<file path="src/rtl/deskew_buffer_if.sv">
`default_nettype none
// ============================================================================
// Module      : deskew_buffer_if
// Description : Lane bus between the systolic array columns and the deskew
//               buffer. Carries the skewed per-lane inputs and the aligned row
//               outputs, including the sticky alignment-error flag.
// Revision    : 1.0 - initial release
// ============================================================================
interface deskew_buffer_if #(
    parameter int N_SIZE    = 4,
    parameter int DATAWIDTH = 32
);
    logic [N_SIZE-1:0]                valid_in;
    logic [N_SIZE-1:0][DATAWIDTH-1:0] in_C;
    logic [N_SIZE-1:0][DATAWIDTH-1:0] out;
    logic                             valid_out;
    logic                             align_err;

    // Array side: produces skewed lanes, consumes the aligned row
    modport master (
        output valid_in, in_C,
        input  out, valid_out, align_err
    );

    // Deskew buffer side
    modport slave (
        input  valid_in, in_C,
        output out, valid_out, align_err
    );
endinterface
`default_nettype wire

</file>
<file path="src/rtl/deskew_buffer.sv">
`default_nettype none
// ============================================================================
// Module      : deskew_buffer
// Description : Realigns the skewed column outputs of a systolic array. Lane j
//               passes through N_SIZE-j register stages so that every lane of
//               a row leaves on the same cycle, qualified by one valid_out.
//               Invalid input slots are zeroed on entry, so bubble rows leave
//               as all-zero rows.
//               Optional feature macro: DESKEW_ALIGN_CHECK_EN enables a
//               sticky align_err flag raised when the last-stage valid bits
//               of the lanes disagree; otherwise align_err is tied to 0.
// Revision    : 1.0 - initial release
// ============================================================================
module deskew_buffer #(
    parameter int N_SIZE    = 4,
    parameter int DATAWIDTH = 32
) (
    input  wire logic          clk,
    input  wire logic          rst_n,
    deskew_buffer_if.slave     bus
);

`ifdef DESKEW_ALIGN_CHECK_EN
    localparam bit c_ALL_VBITS = 1'b1;
`else
    localparam bit c_ALL_VBITS = 1'b0;
`endif

    logic [N_SIZE-1:0][DATAWIDTH-1:0] w_last_data;
    logic                             w_tail_vld;
`ifdef DESKEW_ALIGN_CHECK_EN
    logic [N_SIZE-1:0]                w_last_vld;
`endif

    for (genvar j = 0; j < N_SIZE; j++) begin : g_lane
        localparam int c_DEPTH = N_SIZE - j;

        logic [DATAWIDTH-1:0] r_data [c_DEPTH];

        // Data delay line: zero-fill on invalid entry, shift every cycle
        always_ff @(posedge clk or negedge rst_n) begin
            if (!rst_n) begin
                for (int s = 0; s < c_DEPTH; s++) begin
                    r_data[s] <= '0;
                end
            end else begin
                r_data[0] <= bus.valid_in[j] ? bus.in_C[j] : '0;
                for (int s = 1; s < c_DEPTH; s++) begin
                    r_data[s] <= r_data[s-1];
                end
            end
        end

        assign w_last_data[j] = r_data[c_DEPTH-1];

        // Valid bits are only kept where something observes them: the
        // single-stage lane drives valid_out, the others feed the checker.
        if (c_ALL_VBITS || (j == N_SIZE - 1)) begin : g_vbit
            logic [c_DEPTH-1:0] r_vld;

            // Valid-bit delay line running in lockstep with the data
            always_ff @(posedge clk or negedge rst_n) begin
                if (!rst_n) begin
                    r_vld <= '0;
                end else begin
                    r_vld[0] <= bus.valid_in[j];
                    for (int s = 1; s < c_DEPTH; s++) begin
                        r_vld[s] <= r_vld[s-1];
                    end
                end
            end

`ifdef DESKEW_ALIGN_CHECK_EN
            assign w_last_vld[j] = r_vld[c_DEPTH-1];
`endif

            if (j == N_SIZE - 1) begin : g_tail
                assign w_tail_vld = r_vld[c_DEPTH-1];
            end
        end
    end

    assign bus.out       = w_last_data;
    assign bus.valid_out = w_tail_vld;

`ifdef DESKEW_ALIGN_CHECK_EN
    logic r_align_err;
    logic w_misaligned;

    // Lanes disagree when some but not all last-stage valids are set
    assign w_misaligned = (|w_last_vld) & ~(&w_last_vld);

    // Sticky error flag, cleared only by reset
    always_ff @(posedge clk or negedge rst_n) begin
        if (!rst_n) begin
            r_align_err <= 1'b0;
        end else if (w_misaligned) begin
            r_align_err <= 1'b1;
        end
    end

    assign bus.align_err = r_align_err;
`else
    assign bus.align_err = 1'b0;
`endif

endmodule
`default_nettype wire
</file>
<file path="src/flat_wrapper.sv">
// flat-port wrapper written by rule: the top's interface ports become plain ports
module deskew_buffer_flat 
#(
    parameter int N_SIZE    = 4,
    parameter int DATAWIDTH = 32
)
  (clk, rst_n, bus_valid_in, bus_in_C, bus_out, bus_valid_out, bus_align_err);
  deskew_buffer_if #(.N_SIZE(N_SIZE), .DATAWIDTH(DATAWIDTH)) bus_i ();
  input  wire logic clk;
  input  wire logic rst_n;
  input wire logic [$bits(bus_i.valid_in)-1:0] bus_valid_in;
  input wire logic [$bits(bus_i.in_C)-1:0] bus_in_C;
  output wire logic [$bits(bus_i.out)-1:0] bus_out;
  output wire logic [$bits(bus_i.valid_out)-1:0] bus_valid_out;
  output wire logic [$bits(bus_i.align_err)-1:0] bus_align_err;
  assign bus_i.valid_in = bus_valid_in;
  assign bus_i.in_C = bus_in_C;
  assign bus_out = bus_i.out;
  assign bus_valid_out = bus_i.valid_out;
  assign bus_align_err = bus_i.align_err;
  deskew_buffer #(.N_SIZE(N_SIZE), .DATAWIDTH(DATAWIDTH)) u_core (.clk(clk), .rst_n(rst_n), .bus(bus_i));
endmodule
</file>
<file path="config.mk">
export PLATFORM = sky130hd
export DESIGN_NAME = deskew_buffer_flat
export DESIGN_NICKNAME = d
export VERILOG_FILES = /design/src/rtl/deskew_buffer_if.sv /design/src/rtl/deskew_buffer.sv /design/src/flat_wrapper.sv
export SDC_FILE = /design/constraint.sdc
export NUM_CORES = 1
export LEC_CHECK = 0
export CAP_MARGIN = 20
export CORE_MARGIN = 2
export CORE_UTILIZATION = 51
export CTS_CLUSTER_DIAMETER = 40
export DETAILED_ROUTE_END_ITERATION = 6
export HOLD_SLACK_MARGIN = 0.15
export PLACE_DENSITY = 0.95
export SYNTH_ARGS = -nofsm -noshare
export SYNTH_HDL_FRONTEND = slang
export SYNTH_SLANG_ARGS = --single-unit
</file>
<file path="constraint.sdc">
create_clock -name clk -period 1.15 [get_ports clk]
set_input_delay 0.23 -clock clk [delete_from_list [all_inputs] [get_ports clk]]
set_output_delay 0.23 -clock clk [all_outputs]
set_load 0.01 [all_outputs]
</file>
---- Yosys cells after proc, flatten, opt, wreduce, memory -nomap -nowiden ----
Cells that the tools add are included.
storage, ports and cells
  bits in registers ....................... 321
  bits in latches ......................... 0
  bits in writable memories ............... 0
  ROM bits ................................ 0
  input bits .............................. 134
  logic and storage cells ................. 15
  memories ................................ 0
cells by class
  add/subtract/negate cells ............... 0
  multipliers ............................. 0
  divide/modulo/power cells ............... 0
  order comparisons ....................... 0
  eq/ne operators ......................... 0
  shifts and indexed selects .............. 0
  mux-type cells .......................... 4
  bitwise operators ....................... 0
  reduce and logical (&&, ||, !) cells .... 0
operators with widths
  operator            number
  two-way mux 32 bit  4

---- Depth between registers and ports, before layout ----
  word-level depth ........................ 1
  depth in mapped cells ................... 2

---- Least setup slack after synthesis ----
OpenSTA, ideal clock, no wires.
  path type ............................... register to output
  start point ............................. register u_core.g_lane[0].r_data, in the netlist u_core.bus.out[0]
  end point ............................... output port bus_out[0]
  data arrival time ....................... 0.467 ns
  slack ................................... 0.453 ns
  cell stages (with the launch flop) ...... 2
  buffers on the path ..................... 1
  cells stage by stage .................... dfrtp_1 > buf_4
RTL lines
  what                              line                 text
  start: declaration                deskew_buffer.sv:38  logic [DATAWIDTH-1:0] r_data [c_DEPTH];
  start signal: indexed assignment  deskew_buffer.sv:49  r_data[s] <= r_data[s-1];
  end: declaration                  flat_wrapper.sv:13   output wire logic [$bits(bus_i.out)-1:0] bus_out;
No word-level cell between the ends.

---- Final worst setup path ----
  start point ............................. register u_core.g_lane[1].r_data, in the netlist u_core.bus.out[37]
  end point ............................... output port bus_out[37]
RTL lines
  what                              line
  start: declaration                deskew_buffer.sv:38
  start signal: indexed assignment  deskew_buffer.sv:49
No word-level cell between the ends.

==> results.md <==
* Psw at between 5 and 6 mW
* Combinational share of power at about 5.9%
* Clock Sinks at 321
* Initial detailed-routing violation count at 271
* Kind of critical path: reg2out
* Tightest Hold Check Type: in2async
* Layout cells sized above 1 at 32.20%
* Vias at approximately 4500
* Failing checks: setup timing
* Starting density of the core at 51.97%
* First-pass iteration count of the detailed router at 3
* Final Setup Violations at 129
* Largest net degree at the start of global routing at 55
* Fin Clk Skew at approximately 16 ps
* Final Cycle Share at 110.3%
* Dpl ws at -20.73 ps
* CP startpoint kind: flop
* Mux cell area share after synthesis at 0%
* Post-synthesis xor/xnor area fraction at 0%
* Flops & latches, synth at between 300 and 400
* Status: finished, violations left
* Syn Nets at 693
* Die Wd at 141.8 µm
* Clk root buf: clkbuf_16
* CP max FO at 1
* Synth-to-layout area growth at 34.08%
* Crit path DAT at between 1000 and 1500 ps
* Max VDD drop at about 1.4 mV
* DP Wirelength at roughly 13000 µm
* # Post-CTS Setup Buffers at 0
* Critical-path top delay cell: dfrtp_1
* Vias per Instance at about 4.4
* Die Area at around 0.02 mm²
* CTS tree: done
* Crit-path max cell delay at just under 400 ps
* # DRC at 0
* Main combinational cell family by area after synthesis: simple AND/OR/NAND/NOR gates
* Routed WL per cell at about 18 µm
* First-pass GRT wire length at about 28000 µm
* Sw Ratio at 21.18%
* Boundary Pins at roughly 260
* Pwr per Cell Area at between 1500 and 2000 mW/mm²
* Detail Route Antenna Nets at 0
* Yosys top cell area share at between 80% and 90%
* Design Power at 25.20 mW
* Fin Hold WS at approximately 250 ps
* Synth Area in Compound Gates at 0%
* N_diodes at 0
* Simple-Gate Fraction of Synth Area at 8.911%
* Clk_lat worst skew at 500 ps
* Num rows at 50
* Sequential share of power at a little under half
* TNS Setup at -10030 ps
* Critical path endpoint category: output port
* Die Span Y at around 140 µm
* H-Tree Depth at 2
* Port Buffers at 262
* Clock tree buffer depth at 3
* Final Hold Viols at 0
* Final WS setup at -118.3 ps
* Worst-path cell chain: buf_2
* Post-synth cell types at 6
* Lkg Pwr at around 6.4 nW
* Area contributors post-synth: dfrtp_1, buf_4, and2_1, and2_2, clkbuf_2
* Fin crit period at 1268 ps
* Seq/Total Area, Yosys at roughly 83%
* Total Nets Final at about 900
* Initial antenna violation count at 0
* Synth warnings at 0
* Reg clk slew, reported paths at around 60 ps
* Gr ovfl total at 0
* WP buf/inv at 1
* Cell Area, Synth at 0.009688 mm²
* Worst path required time at between 900 and 1000 ps
* Max Slew Vio Count at 0
* Max-cap violations at 0
* Core box area at 0.01864 mm²
* GRT Overall Usage at between 10% and 20%
* Crit path max-delay family: flip-flops
* Filler cells at around 1200
* RSZ-0062 raised after global routing: yes
* WL final at between 15000 and 20000 µm
* Clock power frac at ~46%
* Avg Inst Size Synth at roughly 17 µm²
* Post-synthesis adder-cell area fraction at 0%
* Synth Instances at between 500 and 600
* Leading cell type in the layout, fill and taps excluded: dfrtp_1
* Vias in the first global route at roughly 5200
* Synth area leader: dfrtp_1
* Fmax achieved at 788.5 MHz
* Routability Congestion at 0.7568
* Most frequent cells in the layout: dfrtp_1, clkdlybuf4s50_1, and2_1
* Inserted Clock Buffers at 36
* Pint at slightly below 20 mW
## synthesized netlist by cell type
master / n
and2_1: 78
and2_2: 50
buf_4: 97
clkbuf_2: 12
conb_1: 1
dfrtp_1: 321
## per-layer routing
layer,global-route usage (%),vias up,wire [µm]
met5,0,-,0
met4,7.158,0,526
met3,6.277,45,1376
met2,33.60,184,9931
met1,21.11,2232,6447
li1,-,2022,-
## final timing paths
| path | start | end | slack [ps] | depth (start not counted) |
|---|---|---|---|---|
| setup / recovery | u_core.bus.out[37]$_DFF_PN0_ | bus_out[37] | -120 | 1 |
| hold / removal | rst_n | u_core.g_lane[0].r_data[121]$_DFF_PN0_ | 250 | 2 |
| setup reg to reg | u_core.g_lane[1].r_data[81]$_DFF_PN0_ | u_core.g_lane[1].r_data[49]$_DFF_PN0_ | 630 | 0 |
| hold reg to reg | u_core.g_lane[1].r_data[38]$_DFF_PN0_ | u_core.bus.out[38]$_DFF_PN0_ | 340 | 0 |
| max in group asynchronous | rst_n | u_core.bus.out[48]$_DFF_PN0_ | 330 | 3 |
| min in group clk | bus_in_C[89] | u_core.g_lane[2].r_data[57]$_DFF_PN0_ | 300 | 2 |
## cells by family (layout without fill, tap and decap cells)
kind of cell | count (synthesis) | after routing
other | 1 | 1
DFF | 321 | 321
and+or+nand+nor | 128 | 128
buffers and inverters | 109 | 342
## final cells by class
type / count / area (µm²) / area share [%]
Tap cell: 234 / 292.8 / 2.254
Multi-Input combinational cell: 129 / 867.1 / 6.675
Timing Repair Buffer: 277 / 2541 / 19.56
Sequential cell: 321 / 8033 / 61.84
Clock inverter: 21 / 274.0 / 2.109
Clock buffer: 44 / 982.2 / 7.561
## power by group through the flow
| stage | Sequential (mW) | Clock (mW) | Combinational [mW] |
|---|---|---|---|
| 3_3_place_gp | 12.2 | 0 | 1.58 |
| 5_1_grt | 12.1 | 12.5 | 1.62 |
| 6_report | 12.1 | 11.6 | 1.49 |
| 3_5_place_dp | 12.3 | 0 | 1.62 |
| 4_1_cts | 12.1 | 11.9 | 1.48 |
| 2_1_floorplan | 12.2 | 0 | 0.549 |
## state kept, by name, summed over array words and instances (netlist names)
register / count
u_core.g_lane.r_data: 224
u_core.bus.out: 96
u_core.bus.valid_out: 1
## metrics by stage
step	cells	instance area (µm²)	utilization, %
after global routing	1026	12990	69.68
after global placement	960	12030	64.50
after detailed placement	960	12030	64.50
after CTS	1026	12860	68.97
after floorplan	559	9688	-
final	1026	12990	69.68
## repair_timing
item / 4_1_cts / 5_1_grt
endpoints found under the setup margin: 129 / 129
hold buffers: 1 / 0
resized for setup: 563 / 22
hold endpoints to repair: 321 / 0
(Power assumes the default switching activity.)
